File: src/rtl/cpu_pkg.sv
// Shared CPU definitions: register widths, the load-op encoding, and the MEM/WB stage record.
package cpu_pkg;

    localparam int RegBus     = 32;
    localparam int RegAddrBus = 5;

    localparam logic [RegBus-1:0] ZeroWord = '0;

    typedef enum logic [2:0] {
        LD_NONE = 3'd0,
        LB      = 3'd1,
        LBU     = 3'd2,
        LH      = 3'd3,
        LHU     = 3'd4,
        LW      = 3'd5
    } ldop_e;

    typedef struct packed {
        logic                  valid;
        logic                  wreg;
        logic [RegAddrBus-1:0] wd;
        logic [RegBus-1:0]     wdata;
        ldop_e                 ldop;
        logic [1:0]            addr_lo;
    } wb_stage_t;

    // A bubble is also the reset image of the stage.
    localparam wb_stage_t STAGE_BUBBLE = '{
        valid:   1'b0,
        wreg:    1'b0,
        wd:      '0,
        wdata:   ZeroWord,
        ldop:    LD_NONE,
        addr_lo: 2'b00
    };

    function automatic logic is_load(input ldop_e op);
        return op != LD_NONE;
    endfunction

endpackage

File: src/rtl/mem_wb_load_align.sv
// load_align: big-endian lane select and sign/zero extension of a RAM word,
// plus the misalignment flag for halfword and word loads.
module load_align
    import cpu_pkg::*;
(
    input  logic [RegBus-1:0] i_rdata,
    input  ldop_e             i_ldop,
    input  logic [1:0]        i_addr_lo,
    output logic [RegBus-1:0] o_data,
    output logic              o_misalign
);

    logic [7:0]  w_byte;
    logic [15:0] w_half;

    // Byte address 0 is the most significant lane.
    always_comb begin
        w_byte = 8'h00;
        case (i_addr_lo)
            2'd0:    w_byte = i_rdata[31:24];
            2'd1:    w_byte = i_rdata[23:16];
            2'd2:    w_byte = i_rdata[15:8];
            default: w_byte = i_rdata[7:0];
        endcase
    end

    assign w_half = i_addr_lo[1] ? i_rdata[15:0] : i_rdata[31:16];

    always_comb begin
        o_data = ZeroWord;
        case (i_ldop)
            LB:      o_data = {{24{w_byte[7]}}, w_byte};
            LBU:     o_data = {24'h000000, w_byte};
            LH:      o_data = {{16{w_half[15]}}, w_half};
            LHU:     o_data = {16'h0000, w_half};
            LW:      o_data = i_rdata;
            default: o_data = ZeroWord;
        endcase
    end

    always_comb begin
        o_misalign = 1'b0;
        case (i_ldop)
            LH, LHU: o_misalign = i_addr_lo[0];
            LW:      o_misalign = |i_addr_lo;
            default: o_misalign = 1'b0;
        endcase
    end

endmodule

File: src/rtl/mem_wb.sv
// MEM/WB pipeline register with load alignment, hold-data capture and a retire counter.
// Optional HI/LO writeback path is enabled by defining MEM_WB_HILO_EN.
module mem_wb
    import cpu_pkg::*;
(
    input  logic                  clk,
    input  logic                  rst_n,
    input  logic                  stall_mem,
    input  logic                  stall_wb,
    input  logic                  flush,
    input  logic                  mem_valid,
    input  logic                  mem_wreg,
    input  logic [RegAddrBus-1:0] mem_wd,
    input  logic [RegBus-1:0]     mem_wdata,
    input  logic [2:0]            mem_ldop,
    input  logic [1:0]            mem_addr_lo,
`ifdef MEM_WB_HILO_EN
    input  logic                  mem_whilo,
    input  logic [RegBus-1:0]     mem_hi,
    input  logic [RegBus-1:0]     mem_lo,
    output logic                  wb_whilo,
    output logic [RegBus-1:0]     wb_hi,
    output logic [RegBus-1:0]     wb_lo,
`endif
    input  logic [RegBus-1:0]     dmem_rdata,
    output logic                  wb_we,
    output logic [RegAddrBus-1:0] wb_waddr,
    output logic [RegBus-1:0]     wb_wdata,
    output logic                  wb_align_err,
    output logic [RegBus-1:0]     wb_retire_cnt
);

    wb_stage_t         r_stage;
    wb_stage_t         w_stage_in;
    logic              r_held;
    logic [RegBus-1:0] r_hold_data;
    logic [RegBus-1:0] r_retire_cnt;
    logic [RegBus-1:0] w_load_data;
    logic [RegBus-1:0] w_live_data;
    logic              w_misalign;
    logic              w_advance;

    assign w_stage_in = '{
        valid:   mem_valid,
        wreg:    mem_wreg,
        wd:      mem_wd,
        wdata:   mem_wdata,
        ldop:    ldop_e'(mem_ldop),
        addr_lo: mem_addr_lo
    };

    // Stage control: flush beats everything, stall_wb freezes WB, and stall_mem
    // alone lets WB drain while a bubble enters behind it.
    always_ff @(posedge clk or negedge rst_n) begin
        if (!rst_n) begin
            r_stage <= STAGE_BUBBLE;
        end else if (flush) begin
            r_stage <= STAGE_BUBBLE;
        end else if (stall_wb) begin
            r_stage <= r_stage;
        end else if (stall_mem) begin
            r_stage <= STAGE_BUBBLE;
        end else begin
            r_stage <= w_stage_in;
        end
    end

    load_align u_load_align (
        .i_rdata    (dmem_rdata),
        .i_ldop     (r_stage.ldop),
        .i_addr_lo  (r_stage.addr_lo),
        .o_data     (w_load_data),
        .o_misalign (w_misalign)
    );

    // The RAM output is only trustworthy in the first WB cycle, so freeze it then.
    always_ff @(posedge clk or negedge rst_n) begin
        if (!rst_n) begin
            r_held      <= 1'b0;
            r_hold_data <= ZeroWord;
        end else if (flush || !stall_wb) begin
            r_held      <= 1'b0;
        end else if (!r_held && r_stage.valid && is_load(r_stage.ldop)) begin
            r_held      <= 1'b1;
            r_hold_data <= w_load_data;
        end
    end

    assign w_advance = r_stage.valid & ~stall_wb & ~flush;

    always_ff @(posedge clk or negedge rst_n) begin
        if (!rst_n) begin
            r_retire_cnt <= ZeroWord;
        end else if (w_advance) begin
            r_retire_cnt <= r_retire_cnt + 32'd1;
        end
    end

    assign w_live_data   = is_load(r_stage.ldop) ? w_load_data : r_stage.wdata;
    assign wb_wdata      = r_held ? r_hold_data : w_live_data;
    assign wb_waddr      = r_stage.wd;
    assign wb_align_err  = r_stage.valid & w_misalign;
    assign wb_we         = r_stage.valid & r_stage.wreg & (r_stage.wd != '0) & ~w_misalign;
    assign wb_retire_cnt = r_retire_cnt;

`ifdef MEM_WB_HILO_EN
    logic              r_whilo;
    logic [RegBus-1:0] r_hi;
    logic [RegBus-1:0] r_lo;

    always_ff @(posedge clk or negedge rst_n) begin
        if (!rst_n) begin
            r_whilo <= 1'b0;
            r_hi    <= ZeroWord;
            r_lo    <= ZeroWord;
        end else if (flush || (!stall_wb && stall_mem)) begin
            r_whilo <= 1'b0;
            r_hi    <= ZeroWord;
            r_lo    <= ZeroWord;
        end else if (!stall_wb) begin
            r_whilo <= mem_whilo;
            r_hi    <= mem_hi;
            r_lo    <= mem_lo;
        end
    end

    assign wb_whilo = r_stage.valid & r_whilo;
    assign wb_hi    = r_hi;
    assign wb_lo    = r_lo;
`endif

endmodule

File: config.mk
export PLATFORM = sky130hd
export DESIGN_NAME = mem_wb
export DESIGN_NICKNAME = d
export VERILOG_FILES = /design/src/rtl/cpu_pkg.sv /design/src/rtl/mem_wb_load_align.sv /design/src/rtl/mem_wb.sv
export SDC_FILE = /design/constraint.sdc
export NUM_CORES = 1
export LEC_CHECK = 0
export BUFFER_PORTS_ARGS = -buffer_cell sky130_fd_sc_hd__clkbuf_2
export CORE_AREA = 2 2 129 131
export CTS_CLUSTER_SIZE = 40
export DETAILED_ROUTE_END_ITERATION = 16
export DIE_AREA = 0 0 131 133
export GPL_ROUTABILITY_DRIVEN = 0
export HOLD_SLACK_MARGIN = 0.1
export SYNTH_ARGS = -nofsm -noshare
export SYNTH_HDL_FRONTEND = slang
export SYNTH_SLANG_ARGS = --single-unit
File: constraint.sdc
create_clock -name clk -period 4.6 [get_ports clk]
set_input_delay 0.69 -clock clk [delete_from_list [all_inputs] [get_ports clk]]
set_output_delay 0.69 -clock clk [all_outputs]
set_load 0.02 [all_outputs]
Word level (Yosys, flattened, before mapping)
Index checks and enable logic that the tools add are counted.
{"block": "word_totals", "regBits": 109, "in_bits": 81, "output_inout_bits": 71, "wordCells": 51}
{"block": "classes", "add_sub_neg": 1, "n_eq_ne": 8, "muxes": 11, "bitwise": 10, "n_reduce_logical": 12}
{"op": "32-bit one-hot mux with 5 select lines", "n": 1}
{"op": "44-bit 2-to-1 mux", "n": 3}
{"op": "32-bit 2-to-1 mux", "n": 2}
{"op": "32-bit by 1-bit adder with 32-bit output, second input constant", "n": 1}
{"op": "8-bit one-hot mux with 3 select lines", "n": 1}
{"op": "16-bit 2-to-1 mux", "n": 1}
{"op": "1-bit bitwise AND", "n": 6}
{"op": "3-bit by 2-bit equality test with 1-bit output, second input constant", "n": 2}
{"op": "3-bit equality test, second input constant", "n": 2}
{"op": "5-bit nonzero test", "n": 1}
{"op": "1-bit NOT", "n": 4}
{"op": "2-bit OR reduction", "n": 2}
{"op": "3-bit by 1-bit equality test with 1-bit output, second input constant", "n": 1}
{"op": "3-bit nonzero test", "n": 1}
{"op": "2-bit by 1-bit equality test with 1-bit output, second input constant", "n": 1}
{"op": "2-bit equality test, second input constant", "n": 1}
{"op": "1-bit logical AND", "n": 2}
{"op": "1-bit zero test", "n": 2}
{"op": "2-bit zero test", "n": 1}
{"op": "1-bit 2-to-1 mux", "n": 2}
{"op": "2-bit by 1-bit inequality test with 1-bit output, second input constant", "n": 1}
{"op": "1-bit one-hot mux with 2 select lines", "n": 1}
{"op": "2-bit AND reduction", "n": 1}
{"op": "2-bit nonzero test", "n": 1}
{"op": "1-bit logical OR", "n": 1}

Longest topological paths before layout
{"block": "logic_depth", "ltp_word": 5, "ltp_mapped": 8, "ltp_nobuf": 5}

Cells and area by module
From an unflattened synthesis, not the netlist that was laid out.
{"block": "hier_totals", "hier_cells": 536, "hier_area_um2": 6063.3}
{"mod": "mem_wb", "instances": 1, "cells_per_inst": 411, "area_per_inst_um2": 5062.4, "seq_area_each_um2": 2727.6}
{"mod": "load_align", "instances": 1, "cells_per_inst": 125, "area_per_inst_um2": 1001.0, "seq_area_each_um2": 0.0}

Worst setup path after synthesis
OpenSTA, ideal clock, no wires.
{"block": "synth_timing", "kind": "input to output", "start": "in dmem_rdata[7]", "end": "out wb_wdata[20]", "arrival_ns": 2.092, "slack_ns": 1.818, "stages": 5, "path_buffers": 1, "path_cell_list": "mux4_2 -> or2_2 -> a21oi_2 -> buf_4 -> a32oi_1"}
{"block": "synth_between", "elab_chain_cells": 4}
{"item": "start: declaration", "line": "mem_wb.sv:25", "rtl": "input logic [RegBus-1:0] dmem_rdata,"}
{"item": "8-bit one-hot mux with 3 select lines", "line": "mem_wb_load_align.sv:19", "rtl": "case (i_addr_lo)"}
{"item": "32-bit one-hot mux with 5 select lines", "line": "mem_wb_load_align.sv:31", "rtl": "case (i_ldop)"}
{"item": "32-bit 2-to-1 mux", "line": "mem_wb.sv:99", "rtl": "assign w_live_data = is_load(r_stage.ldop) ? w_load_data : r_stage.wdata;"}
{"item": "32-bit 2-to-1 mux", "line": "mem_wb.sv:100", "rtl": "assign wb_wdata = r_held ? r_hold_data : w_live_data;"}
{"item": "end: declaration", "line": "mem_wb.sv:28", "rtl": "output logic [RegBus-1:0] wb_wdata,"}
No other way between the ends.

Worst setup path after layout
{"block": "layout_timing", "start": "reg r_stage[0] in the netlist's numbering", "end": "out wb_wdata[31]"}
{"block": "layout_between", "elab_chain_cells": 5}
{"item": "start: declaration", "line": "mem_wb.sv:33", "rtl": "wb_stage_t r_stage;"}
{"item": "start signal: assignment", "line": "mem_wb.sv:60", "rtl": "r_stage <= r_stage;"}
{"item": "start signal: assignment", "line": "mem_wb.sv:64", "rtl": "r_stage <= w_stage_in;"}
{"item": "2-bit equality test (tied with other cells)", "line": "mem_wb_load_align.sv:19"}
{"item": "8-bit one-hot mux with 3 select lines (*)", "line": "mem_wb_load_align.sv:19"}
{"item": "32-bit one-hot mux with 5 select lines (*)", "line": "mem_wb_load_align.sv:31"}
{"item": "32-bit 2-to-1 mux (*)", "line": "mem_wb.sv:99"}
{"item": "32-bit 2-to-1 mux (*)", "line": "mem_wb.sv:100"}
Every way passes the cells marked *; elsewhere a longest branch is shown, timed or not.

==> key figures <==
Power and ir drop
  – Pwr dens: ~330 nW/um^2
  – Leakage: between 3 and 4 nW
  – Part of the power in registers: approximately half
  – Clock Power Share: about 36%
  – Design Power: roughly 2.3 mW
  – Power Internal: between 1.5 and 2 mW
  – Sw frac: between 20% and 30%
  – Maximum VDD drop: 0.173 mV
  – Logic pwr share: between 15 and 20%
  – Net Sw Power: between 0.6 and 0.7 mW

Global route
  – Largest net degree at the start of global routing: 75
  – Vias in the first global route: 4812
  – Total track usage: roughly a fifth
  – GRT overflow: 0
  – Gr busiest metal: met2
  – Met2 Usage GRT: 30.0%
  – Global-route wire length before repair: ~26000 um
  – Initial antenna violation count: 3
  – Routing usage on met1: between 20% and 30%
  – Routing usage on met3: 6.23%

Synthesis
  – Count of different cell masters after synthesis: 56
  – Post-synth EDFFs: 0
  – Ranking of synthesized cells by area: dfrtp_1 49%, a22o_1 7.0%, a32oi_1 4.9%, a21oi_1 3.8%, nand2_1 3.7%
  – Post-synthesis net count: 640
  – Mapped Avg Cell Area: approximately 9.9 sq um
  – Post-synthesis register bit count: ~110
  – Most instantiated cells after synthesis: 109 x dfrtp_1, 55 x nand2_1, 44 x a22o_1
  – Top-count cell post-synth: dfrtp_1
  – Main flop type after synthesis: dfrtp_1
  – Cell taking the most area after synthesis: dfrtp_1
  – Ys async rst share: 100%
  – Top-area cell type share of the netlist area: 49.2%
  – Syn Std Cell Area: between 5000 and 6000 sq um
  – Synth warn: 0
  – Sequential cell area fraction in the yosys report: 49.2%
  – Syn Inst Count: ~560

Floorplanning
  – Num rows: 47
  – Die span in x: approximately 130 um
  – Die H: ~130 um
  – CORE AREA: ~16000 sq um
  – Initial Util: roughly a third
  – Die footprint: about 17000 sq um
  – I/O pin total: 152

Placed design
  – Half-perimeter wire length after placement: roughly 12000 um
  – Placed cell areas: ~6400 sq um
  – Port bufs: about 150

Critical path
  – Critical path's largest stage delay: 0.73 ns
  – CP delay by family, top: compound AO/OA/AOI/OAI gates
  – Max FO, Critical Path: 16
  – Worst Path Required: about 3.9 ns
  – Critical path cell sequence: mux4_2 > or2_2 > a21oi_2 > a32oi_1 > clkbuf_2
  – Worst setup SP type: flop
  – Reg2Reg Setup Slack: 2.04 ns
  – Critical path arrival: roughly 3.1 ns
  – Slowest stage cell, crit path: dfrtp_1
  – Buf/Inv on CP: 1
  – WS Path Type: flop to output port
  – CP endpoint kind: output port

Routing
  – Antenna Nets Post-Route: 0
  – WL/cell: about 18 um
  – DRT Pass-1 Iters: 5
  – 1st-iter DRT viols: 275
  – DR DRC count: 0
  – Vias: 4907
  – Wirelength, routed: about 17000 um
  – Via-to-Cell Ratio: ~5.4

Clock tree
  – Clk buf depth: 2
  – Clock Latency Late Sink: 0.35 ns
  – Worst-path clk slew: 0.07 ns
  – Sink Count: 109
  – Post-CTS setup buffers: 0
  – Clock Root Buffer: clkbuf_16
  – Htree depth: 3
  – Post-CTS resize count: 0
  – CTS tree: built
  – Hold-fix buffers, CTS: 0
  – CTS Buf Count: 9

Timing
  – Final hold viol count: 0
  – Fmax: 265 MHz
  – RSZ-0062 raised after global routing: false
  – Fin. max-slew vios: 0
  – Clk_skew: ~0.007 ns
  – Slew Limit Headroom: a little over a third
  – Final setup TNS: 0 ns
  – Final setup fails: 0
  – Crit share post-route: 81.9%
  – Min Tclk post-route: approximately 3.8 ns
  – Worst-margin pin slew: between 0.9 and 1 ns

Final layout
  – Nets: around 770
  – Syn-to-layout area delta: 21.8%
  – Design Area, Final: a little under 7000 sq um
  – Layout cell share with drive strength beyond 1: between 20% and 30%

Run
  – Max-cap violations: 0

Hold path
  – HP Class: flop to flop

Status
  – Outcome: finished clean
-- flip-flops by register name (all words and copies together), names as in the netlist --
signal and flops:
r_stage 39, r_hold_data 32, wb_retire_cnt 32, wb_waddr 5, r_held 1
-- routing by layer --
layer | routed length [um] | share of wire [%] | vias to the layer above
li1 | - | - | 2263
met2 | 7590 | 46 | 227
met5 | 31 | 0.19 | -
met1 | 6990 | 42 | 2378
met3 | 1460 | 8.9 | 35
met4 | 461 | 2.8 | 4
-- worst paths after layout --
check / from / to / cells past startpoint
worst max register to register: r_stage[0] / r_hold_data[18] / 4
worst max-delay path: r_stage[0] / wb_wdata[31] / 5
max in group asynchronous: rst_n / wb_retire_cnt[22] / 2
worst min register to register: wb_retire_cnt[31] / wb_retire_cnt[31] / 1
worst min-delay path: wb_retire_cnt[31] / wb_retire_cnt[31] / 1
min in group asynchronous: rst_n / r_hold_data[8] / 1
-- cells in the final DEF, fill, tap and decap left out, drive strengths merged, types with 7 or more instances in the layout --
cell | Yosys | final
a22oi | 7 | 7
o2bb2ai | 7 | 7
mux2i | 7 | 7
nand2 | 55 | 55
inv | 42 | 42
a22o | 44 | 44
nor3 | 13 | 13
xnor2 | 9 | 9
a31oi | 16 | 16
clkbuf | 24 | 162
a21oi | 43 | 43
a32oi | 31 | 31
dfrtp | 109 | 109
buf | 20 | 9
nor2 | 42 | 42
nand3 | 11 | 11
nor4 | 10 | 10
xor2 | 23 | 23
-- through the flow --
step	util [%]	hold WS, ns	worst slack, ns	instances
CTS	41.7	0.482	0.861	909
global placement	39.8	0.472	1.36	893
finish	41.7	0.470	0.831	910
global route	41.7	0.488	0.652	909
floorplan	-	0.394	1.82	558
detailed placement	39.8	0.473	1.25	893
-- cell families (layout without fill, tap and decap cells) --
kind of cell | Yosys count | after routing | synth area share (%)
other cells | 0 | 1 | 0
simple gates | 163 | 163 | 15.5
flops | 109 | 109 | 49.2
compound gates | 157 | 157 | 21.0
mux | 10 | 10 | 2.28
xor+xnor | 32 | 32 | 5.06
buf+inv | 86 | 217 | 6.77
fa+ha+maj | 1 | 1 | 0.226
-- worst register-to-register path, delay by kind of cell, from the launching register on --
family | cells | cell delay [ns]
AO/OA/AOI/OAI | 2 | 0.74
flip-flops | 1 | 0.73
multiplexers | 1 | 0.62
AND/OR/NAND/NOR | 1 | 0.33
-- area by class of cell --
| class | instances | area (sq um) |
|---|---|---|
| diodes | 1 | 2.50 |
| clock buffers | 12 | 267 |
| clock inverters | 4 | 45.0 |
| fillers | 1620 | 9420 |
| inverters | 42 | 158 |
| multi-input cells | 363 | 2460 |
| flip-flops and latches | 109 | 2730 |
| well taps | 220 | 275 |
| repair buffers | 159 | 818 |
-- power by group through the flow --
stage	Combinational [mW]	Sequential (mW)	Clock, mW
detailed placement	0.350	1.12	0
CTS	0.351	1.10	0.836
floorplan	0.204	1.11	0
finish	0.349	1.10	0.810
global placement	0.341	1.11	0
global route	0.389	1.11	0.877
(Power assumes the default switching activity.)
